==> src/rtl/bin_to_bcd_seq.sv <==
// bin_to_bcd_seq: sequential binary-to-BCD converter (double-dabble), one bit per clock.
// Produces DIGITS packed BCD nibbles for the downstream seven-segment decoders.
// A start/busy/done handshake controls it, and the result holds between conversions.
// Values above 10^DIGITS-1 saturate to all 9s and raise overflow.
// Optional feature macro: BCD_BLANK_EN replaces leading-zero digits with 4'hF (blank).
module bin_to_bcd_seq #(
  parameter int BIN_W  = 14,
  parameter int DIGITS = 4
) (
  input  logic                  clk,
  input  logic                  rst,
  input  logic                  start,
  input  logic [BIN_W-1:0]      bin,
  output logic                  busy,
  output logic                  done,
  output logic [4*DIGITS-1:0]   bcd,
  output logic                  overflow
);

  localparam int SW = 4 * DIGITS;
  localparam int CW = $clog2(BIN_W + 1);

  localparam logic [1:0] S_IDLE  = 2'd0;
  localparam logic [1:0] S_SHIFT = 2'd1;
  localparam logic [1:0] S_DONE  = 2'd2;

  logic [1:0]       state;
  logic [BIN_W-1:0] shreg;
  logic [SW-1:0]    scratch;
  logic [SW-1:0]    adj;
  logic [SW-1:0]    result;
  logic [CW-1:0]    cnt;
  logic             ovf;

  // Add 3 to every scratch nibble that is 5 or more; nibbles are independent, with no carry between them
  always_comb begin
    adj = '0;
    for (int i = 0; i < DIGITS; i++) begin
      if (scratch[4*i +: 4] >= 4'd5)
        adj[4*i +: 4] = scratch[4*i +: 4] + 4'd3;
      else
        adj[4*i +: 4] = scratch[4*i +: 4];
    end
  end

`ifdef BCD_BLANK_EN
  logic lead;

  // Blank leading zero digits from the MS digit down; stop at the first nonzero digit and never blank the ones digit
  always_comb begin
    result = scratch;
    lead   = 1'b1;
    for (int i = DIGITS - 1; i >= 1; i--) begin
      if (lead && (scratch[4*i +: 4] == 4'h0))
        result[4*i +: 4] = 4'hF;
      else
        lead = 1'b0;
    end
  end
`else
  assign result = scratch;
`endif

  assign busy = (state == S_SHIFT);

  // Control FSM and datapath: capture, BIN_W shift steps, then publish the result for one cycle
  always_ff @(posedge clk) begin
    if (rst) begin
      state    <= S_IDLE;
      shreg    <= '0;
      scratch  <= '0;
      cnt      <= '0;
      ovf      <= 1'b0;
      bcd      <= '0;
      overflow <= 1'b0;
      done     <= 1'b0;
    end else begin
      done <= 1'b0;
      case (state)
        S_IDLE: begin
          if (start && !done) begin
            shreg   <= bin;
            scratch <= '0;
            cnt     <= '0;
            ovf     <= 1'b0;
            state   <= S_SHIFT;
          end
        end
        S_SHIFT: begin
          {scratch, shreg} <= {adj[SW-2:0], shreg, 1'b0};
          ovf              <= ovf | adj[SW-1];
          cnt              <= cnt + CW'(1);
          if (cnt == CW'(BIN_W - 1))
            state <= S_DONE;
        end
        S_DONE: begin
          bcd      <= ovf ? {DIGITS{4'h9}} : result;
          overflow <= ovf;
          done     <= 1'b1;
          state    <= S_IDLE;
        end
        default: state <= S_IDLE;
      endcase
    end
  end

endmodule

==> config.mk <==
export PLATFORM = sky130hd
export DESIGN_NAME = bin_to_bcd_seq
export DESIGN_NICKNAME = d
export VERILOG_FILES = /design/src/rtl/bin_to_bcd_seq.sv
export SDC_FILE = /design/constraint.sdc
export NUM_CORES = 1
export LEC_CHECK = 0
export CAP_MARGIN = 15
export CORE_ASPECT_RATIO = 0.8
export CORE_UTILIZATION = 50
export CTS_CLUSTER_DIAMETER = 80
export CTS_CLUSTER_SIZE = 8
export DETAILED_ROUTE_END_ITERATION = 10
export GPL_TIMING_DRIVEN = 0
export PLACE_DENSITY = 0.72
export SLEW_MARGIN = 40
export SYNTH_ARGS = -nofsm -noshare
export SYNTH_HDL_FRONTEND = slang
export SYNTH_SLANG_ARGS = --single-unit
==> constraint.sdc <==
create_clock -name clk -period 3.95 [get_ports clk]
set_input_delay 0.9875 -clock clk [delete_from_list [all_inputs] [get_ports clk]]
set_output_delay 0.9875 -clock clk [all_outputs]
set_load 0.01 [all_outputs]
Yosys cells after proc, flatten, opt, wreduce, memory -nomap -nowiden --
Index checks and enable logic that the tools add are counted.
Cells by class: mux-type cells 17, order comparisons 4, equality and inequality tests 5, bitwise operators 1, add/subtract/negate cells 5, reduce and logical (&&, ||, !) cells 6
Operators with widths (number):
- $mux W16 | 2
- $pmux W16 S2 | 1
- $pmux W14 S2 | 1
- $mux W4 | 5
- $add A4 B2 Y4 const B | 4
- $ge A4 B3 Y1 const B | 4
- $mux W14 | 1
- $pmux W4 S2 | 1
- $add A4 B1 Y4 const B | 1
- $eq A4 B4 Y1 const B | 1
- $mux W2 | 2
- $pmux W2 S2 | 1
- $reduce_and A2 Y1 | 2
- $eq A2 B1 Y1 const B | 1
- $eq A2 B2 Y1 const B | 1
- $logic_not A2 Y1 | 1
- $mux W1 | 2
- $ne A2 B1 Y1 const B | 1
- $ne A2 B2 Y1 const B | 1
- $pmux W1 S2 | 1
- $reduce_bool A2 Y1 | 1
- $logic_and A1 B1 Y1 | 1
- $logic_not A1 Y1 | 1
- $or A1 B1 Y1 | 1
Storage, ports and cells: input port bits 17, register bits after elaboration 55, output and inout port bits 19

Longest topological paths before layout --
Gate-level depths: netlist of the first run.
depth after elaboration 4, mapped depth 6, gate-level depth less buffers 6

Least setup slack after synthesis of the first run --
Ideal clock, no wire load.
kind input -> register, start point input start, end point register scratch[12] (netlist: result[12]), arrival 1.953 ns, path buffers 1, slack 1.881 ns, cell stages on the path 5, data required time 3.833 ns, path through or4b_1 buf_2 nand2_4 nor2_2 a22o_1
On the way: cells in the longest elaborated chain, start to end 3
Ends and longest elaborated chain:
- from (decl) | RTL line 12 | input logic start,
- $logic_and A1 B1 Y1 | RTL line 81 | if (start && !done) begin
- $ne A2 B2 Y1 (no line)
- $reduce_and A2 Y1 (no line)
- to (signal assigned) | RTL line 90 | {scratch, shreg} <= {adj[SW-2:0], shreg, 1'b0};
- to (decl) | RTL line 29 | logic [SW-1:0] scratch;
No other way between the ends. A chain may end at the register's enable or synchronous reset.

Worst setup path after layout of the first run --
start point register state[1], end point output busy
On the way: cells in the longest elaborated chain, start to end 1
Ends and longest elaborated chain:
- from (decl) | RTL line 27 | logic [1:0] state;
- from (signal assigned) | RTL line 69 | state <= S_IDLE;
- from (signal assigned) | RTL line 86 | state <= S_SHIFT;
- from (signal assigned) | RTL line 94 | state <= S_DONE;
- $eq A2 B1 Y1 | RTL line 64 | assign busy = (state == S_SHIFT);
- to (decl) | RTL line 14 | output logic busy,
No other way between the ends.

==> impl_metrics.json, run 1 <==
{
  "async_reset_ff_frac": 0,
  "hold_viol_final": 0,
  "nNetsFinal": 352,
  "path_buf_inv": 4,
  "maxCapViolCount": 0,
  "hold_path_class": "flop to flop",
  "synthFlopType": "dfxtp_1",
  "fmax_mhz": 314.7,
  "slowest_stage": "clkdlybuf4s50_1",
  "cp-startpoint": "state[1]",
  "cp_max_fo": 10,
  "worstReg2RegEnd": "shreg[7]",
  "clock_latency_ns": 0.31,
  "via_per_inst": 5.510,
  "firstDrtPassIters": 4,
  "synth_cell_types": 33,
  "p_int_mw": 0.8587,
  "grt_pass1_wl_um": 9542,
  "synth_top_area_cell": "dfxtp_1",
  "cts.htree.levels": 2,
  "rows": 22,
  "syn-cell-area_mm2": 0.002400,
  "vias": 2127,
  "finalMaxSlewViolations": 0,
  "cp.arrival_ns": 2.19,
  "ys_seq_area_frac": 0.4588,
  "cp-start-kind": "flop",
  "worst_slew_pin_slew_ns": 0.5995,
  "ys_ff_latch": 55,
  "grt_util_all_layers": 0.2429,
  "numPortBuffers": 34,
  "initial_utilization": 0.5220,
  "p_leak_nw": 1.050,
  "combinationalPowerShare": 0.085,
  "seq_power_share": 0.523,
  "cts_hold_buffers": 0,
  "pin_count": 36,
  "final.setup.tns_ns": 0,
  "synthToLayoutAreaGrowth_pct": 22.84,
  "grt_max_degree": 17,
  "dp.cells": 378,
  "cts_sinks": 55,
  "initialDrtViolationCount": 133,
  "fill_cells": 414,
  "final_cell_area_mm2": 0.002948,
  "hold_depth": 2,
  "post_cts_resized": 0,
  "post-route-drc-count": 0,
  "clk_pin_slew_ns": 0.10,
  "p_sw_frac": 0.2225,
  "drt-total-wl_um": 5595,
  "max_slew_margin": 0.5989,
  "clk_path_buf_depth": 2,
  "p_total_mw": 1.104,
  "fin_crit_ns": 3.178,
  "post_dp_cell_area_mm2": 0.002815,
  "power_frac_clock": 0.393,
  "path_common_cell": "buf_2",
  "setup_violations": 0,
  "p_switching_mw": 0.2457,
  "synth_edf_count": 0,
  "hold_path_end": "bcd[14]",
  "cpPeakStageDelay_ns": 0.58,
  "num_antenna_cells": 0,
  "rsz0062_at_grt": "false",
  "cp.required_ns": 2.96,
  "cts_root_buf": "clkbuf_8",
  "reg2reg_from": "state[0]",
  "synth_top_cell_area_share": 0.4588,
  "grt_pass1_vias": 2007,
  "critical_path_class": "flop to primary output",
  "cts_tree": "done",
  "peakVddDrop_mv": 0.2318,
  "post_cts_buffers": 0,
  "p_per_area_mw_per_mm2": 374.6,
  "skew_ns": 0.006297,
  "numCtsBuffers": 5,
  "r2r_setup_slack_ns": 2.23,
  "end_kind": "primary output",
  "netlist_top_cells_area": "dfxtp_1 46%, a21oi_1 6.0%, nor2_1 5.8%",
  "crit_chain": "nand2b_1 > inv_1 > buf_2 > buf_2 > clkdlybuf4s50_1",
  "wl_per_cell_um": 14.49,
  "drtAntennaViolNets": 0,
  "gp_congestion": 0.8886,
  "dp_hpwl_um": 3871,
  "period_share": 0.8046,
  "die_width_um": 79.46,
  "hp-start": "bcd[14]",
  "crit_family": "buffers and inverters",
  "outcome": "completed",
  "worstRegToRegCells": 4,
  "synth.avg_cell_area_um2": 8.450,
  "final_cell_count_no_fill": 386,
  "setup_ws_ns": 0.7719,
  "antenna_found_initial": 0,
  "fp.coreArea_mm2": 0.004597,
  "dieArea_mm2": 0.005082,
  "dp_slack_ns": 1.114,
  "die_h_um": 63.97,
  "synthCells": 284,
  "drive_gt1_frac": 0.05828,
  "yosys_warnings": 0,
  "synth_fp_nets": 311,
  "grt_overflow": 0
}
[worst min-delay path, stage by stage, from the launching register on]
cell and delay (ns):
dfxtp_1 0.32, nand2_1 0.05, a21oi_1 0.05
[synth_stat cells, types with 4 or more instances]
cell	instances
a21oi_1	29
a22o_1	8
a22oi_1	8
buf_2	7
clkbuf_1	11
dfxtp_1	55
ha_1	10
inv_1	10
nand2_1	23
nand2b_1	6
nand3_1	7
nor2_1	37
nor3_1	23
nor4_1	5
o21ai_0	8
or3_1	4
xnor2_1	4
xor2_1	4
[cell type report]
| type | instances | area (um^2) | area share |
|---|---|---|---|
| buffer | 18 | 76.32 | 0.02589 |
| clock buffer | 6 | 72.57 | 0.02462 |
| clock inverter | 2 | 60.06 | 0.02037 |
| inverter | 10 | 37.54 | 0.01273 |
| multi-input combinational | 201 | 1185 | 0.4020 |
| sequential | 55 | 1101 | 0.3735 |
| tap | 60 | 75.07 | 0.02547 |
| timing repair buffer | 34 | 340.3 | 0.1154 |
[metal layers]
| layer | GRT usage | vias to the layer above | routed length [um] |
|---|---|---|---|
| met4 | 0.05909 | 0 | 47 |
| met2 | 0.3590 | 58 | 2283 |
| li1 | - | 1076 | - |
| met5 | 0 | - | 0 |
| met3 | 0.04714 | 6 | 374 |
| met1 | 0.3594 | 987 | 2890 |
[through the flow]
stage | hold slack, ns | util
final | 0.4588 | 0.6413
after global routing | 0.4813 | 0.6413
after CTS | 0.4589 | 0.6413
after detailed placement | 0.4453 | 0.6124
after global placement | 0.4425 | 0.6124
after floorplan | 0.4322 | -
[kinds of logic (layout without fill, tap and decap cells)]
| family | count (synthesis) | in the layout | synth area share |
|---|---|---|---|
| AOI/OAI and AO/OA | 59 | 59 | 0.1496 |
| adders and majority gates | 10 | 10 | 0.05214 |
| and+or+nand+nor | 122 | 122 | 0.2539 |
| xor gates and xnor gates | 8 | 8 | 0.02919 |
| muxes | 2 | 2 | 0.008863 |
| buffers and inverters | 28 | 70 | 0.04745 |
| DFF | 55 | 55 | 0.4588 |
[placed cells by master, fill, tap and decap left out, types with 2 or more instances in the layout]
| cell type | n |
|---|---|
| a21oi_1 | 29 |
| a22o_1 | 8 |
| a22oi_1 | 8 |
| a31oi_1 | 2 |
| buf_2 | 7 |
| bufinv_16 | 2 |
| clkbuf_1 | 12 |
| clkbuf_8 | 5 |
| clkdlybuf4s50_1 | 34 |
| dfxtp_1 | 55 |
| ha_1 | 10 |
| inv_1 | 10 |
| nand2_1 | 23 |
| nand2b_1 | 6 |
| nand3_1 | 7 |
| nand4b_1 | 3 |
| nor2_1 | 37 |
| nor2_2 | 2 |
| nor3_1 | 23 |
| nor3b_1 | 3 |
| nor4_1 | 5 |
| o211ai_1 | 3 |
| o21ai_0 | 8 |
| or3_1 | 4 |
| or4_1 | 3 |
| xnor2_1 | 4 |
| xor2_1 | 4 |
[how the worst max path moves through the flow]
stage          slack [ns]    endpoint  cells after the start
6_report             0.77        busy                      5
5_1_grt              0.63        busy                      5
4_1_cts              0.77        busy                      5
3_5_place_dp         1.11        busy                      5
3_3_place_gp         1.12        busy                      5
2_1_floorplan        1.88  result[12]                      5
[flip-flops by register name, indices dropped and copies added (netlist names)]
signal / flops
result: 16
ovf: 1
bcd: 16
done: 1
shreg: 14
state: 2
cnt: 4
overflow: 1
[power by group through the flow]
stage               clock (mW)  sequential [mW]  combinational (mW)
floorplan                    0            0.588              0.0572
detailed placement           0            0.590              0.0930
global placement             0            0.590              0.0932
global route             0.463            0.580               0.104
CTS                      0.437            0.577              0.0932
finish                   0.434            0.577              0.0935
Note: power is estimated with default switching activity, not from simulation.
==> inputs of run 2 (changes only) <==
CORE_UTILIZATION = 48   (was 50)
clock period = 2.85 ns   (was 3.95 ns; I/O delays follow)
==> impl_metrics.json, run 2 (synthesized netlist as in run 1, its figures left out) <==
{
  "fin_crit_ns": 2.680,
  "initial_utilization": 0.5098,
  "p_per_area_mw_per_mm2": 501.4,
  "max_slew_margin": 0.6040,
  "numPortBuffers": 34,
  "firstDrtPassIters": 4,
  "pin_count": 36,
  "rsz0062_at_grt": "false",
  "hold_viol_final": 0,
  "rows": 22,
  "gp_congestion": 0.8228,
  "synthToLayoutAreaGrowth_pct": 22.11,
  "cts.htree.levels": 2,
  "end_kind": "primary output",
  "crit_chain": "nand2b_1 > inv_1 > clkbuf_4 > clkdlybuf4s50_1",
  "final.setup.tns_ns": 0,
  "initialDrtViolationCount": 119,
  "grt_util_all_layers": 0.2329,
  "numCtsBuffers": 5,
  "drive_gt1_frac": 0.05846,
  "power_frac_clock": 0.368,
  "post_cts_buffers": 0,
  "die_h_um": 65.24,
  "skew_ns": 0.006512,
  "crit_family": "buffers and inverters",
  "post-route-drc-count": 0,
  "cts_hold_buffers": 0,
  "peakVddDrop_mv": 0.3045,
  "via_per_inst": 5.512,
  "grt_pass1_vias": 1948,
  "nNetsFinal": 351,
  "fp.coreArea_mm2": 0.004707,
  "critical_path_class": "flop to primary output",
  "cts_sinks": 55,
  "grt_overflow": 0,
  "period_share": 0.9405,
  "p_sw_frac": 0.2354,
  "clk_path_buf_depth": 2,
  "cp.required_ns": 2.14,
  "drtAntennaViolNets": 0,
  "cts_root_buf": "clkbuf_8",
  "worst_slew_pin_slew_ns": 0.5940,
  "grt_max_degree": 20,
  "slowest_stage": "clkdlybuf4s50_1",
  "clock_latency_ns": 0.31,
  "dp_hpwl_um": 3928,
  "seq_power_share": 0.545,
  "hold_path_class": "flop to flop",
  "p_int_mw": 1.124,
  "grt_pass1_wl_um": 9370,
  "cp_max_fo": 19,
  "wl_per_cell_um": 14.63,
  "drt-total-wl_um": 5634,
  "dieArea_mm2": 0.005288,
  "vias": 2122,
  "setup_violations": 0,
  "clk_pin_slew_ns": 0.09,
  "layout_common_cells": "55 x dfxtp_1, 37 x nor2_1, 34 x clkdlybuf4s50_1",
  "combinationalPowerShare": 0.088,
  "fmax_mhz": 373.1,
  "antenna_found_initial": 0,
  "cpPeakStageDelay_ns": 0.58,
  "path_buf_inv": 3,
  "hold_slack_ns": 0.4527,
  "post_dp_cell_area_mm2": 0.002815,
  "die_width_um": 81.06,
  "cp-start-kind": "flop",
  "p_leak_nw": 1.041,
  "outcome": "completed",
  "final_cell_area_mm2": 0.002930,
  "cts_tree": "done",
  "p_switching_mw": 0.3459,
  "cp.arrival_ns": 1.97,
  "maxCapViolCount": 0,
  "num_antenna_cells": 0,
  "layout_commonest_cell": "dfxtp_1",
  "finalMaxSlewViolations": 0
}
-- run 2: changes by cell type in the layout (fill, tap and decap cells not counted), sizes merged --
cell,delta
clkbuf,+1
bufinv,-1
clkinv,+1
buf,-2
-- run 2: worst paths after layout --
kind / from / endpoint / slack [ns] / depth (start not counted)
min: bcd[9] / bcd[9] / 0.45 / 2
max: state[1] / busy / 0.17 / 4
max reg2reg: state[0] / shreg[7] / 1.16 / 4
min reg2reg: bcd[9] / bcd[9] / 0.45 / 2
-- run 2: power groups by stage --
stage          sequential (mW)  clock, mW  combinational [mW]
6_report                 0.800      0.541               0.129
3_3_place_gp             0.817          0               0.129
5_1_grt                  0.803      0.578               0.144
2_1_floorplan            0.815          0              0.0792
4_1_cts                  0.800      0.541               0.128
3_5_place_dp             0.818          0               0.129
-- run 2: stage by stage --
step,utilization,power [mW],setup WS [ns],std cells
after floorplan,-,0.8939,1.056,284
after global placement,0.5981,0.9461,0.2970,378
after detailed placement,0.5981,0.9472,0.3032,378
after CTS,0.6220,1.470,0.06042,385
after global routing,0.6225,1.526,0.05858,385
final,0.6225,1.469,0.1695,385
-- run 2: cell type report --
type / count / area, um^2
clock buffers: 6 / 82.58
plain buffers: 17 / 73.82
clock inverters: 2 / 35.03
well taps: 60 / 75.07
repair buffers: 34 / 340.3
multi-input cells: 201 / 1185
inverters: 10 / 37.54
fillers: 425 / 1777
flip-flops and latches: 55 / 1101
-- run 2: per-layer routing --
metal	up-vias	wire, um	track usage
met1	987	3037	0.3437
met3	9	286	0.04167
met5	-	0	0
li1	1068	-	-
met4	0	83	0.08929
met2	58	2226	0.3319
-- run 2: worst reg2reg max path, cell delays in order, from the launching register on --
cell and delay (ns):
dfxtp_1 0.36, nor4b_2 0.53, clkbuf_1 0.42, a22oi_1 0.17, a21oi_1 0.15
-- run 2: timing repair --
item	in CTS	in global routing
endpoints found under the hold margin	0	0
endpoints found under the setup margin	1	1
gates resized for setup	0	1
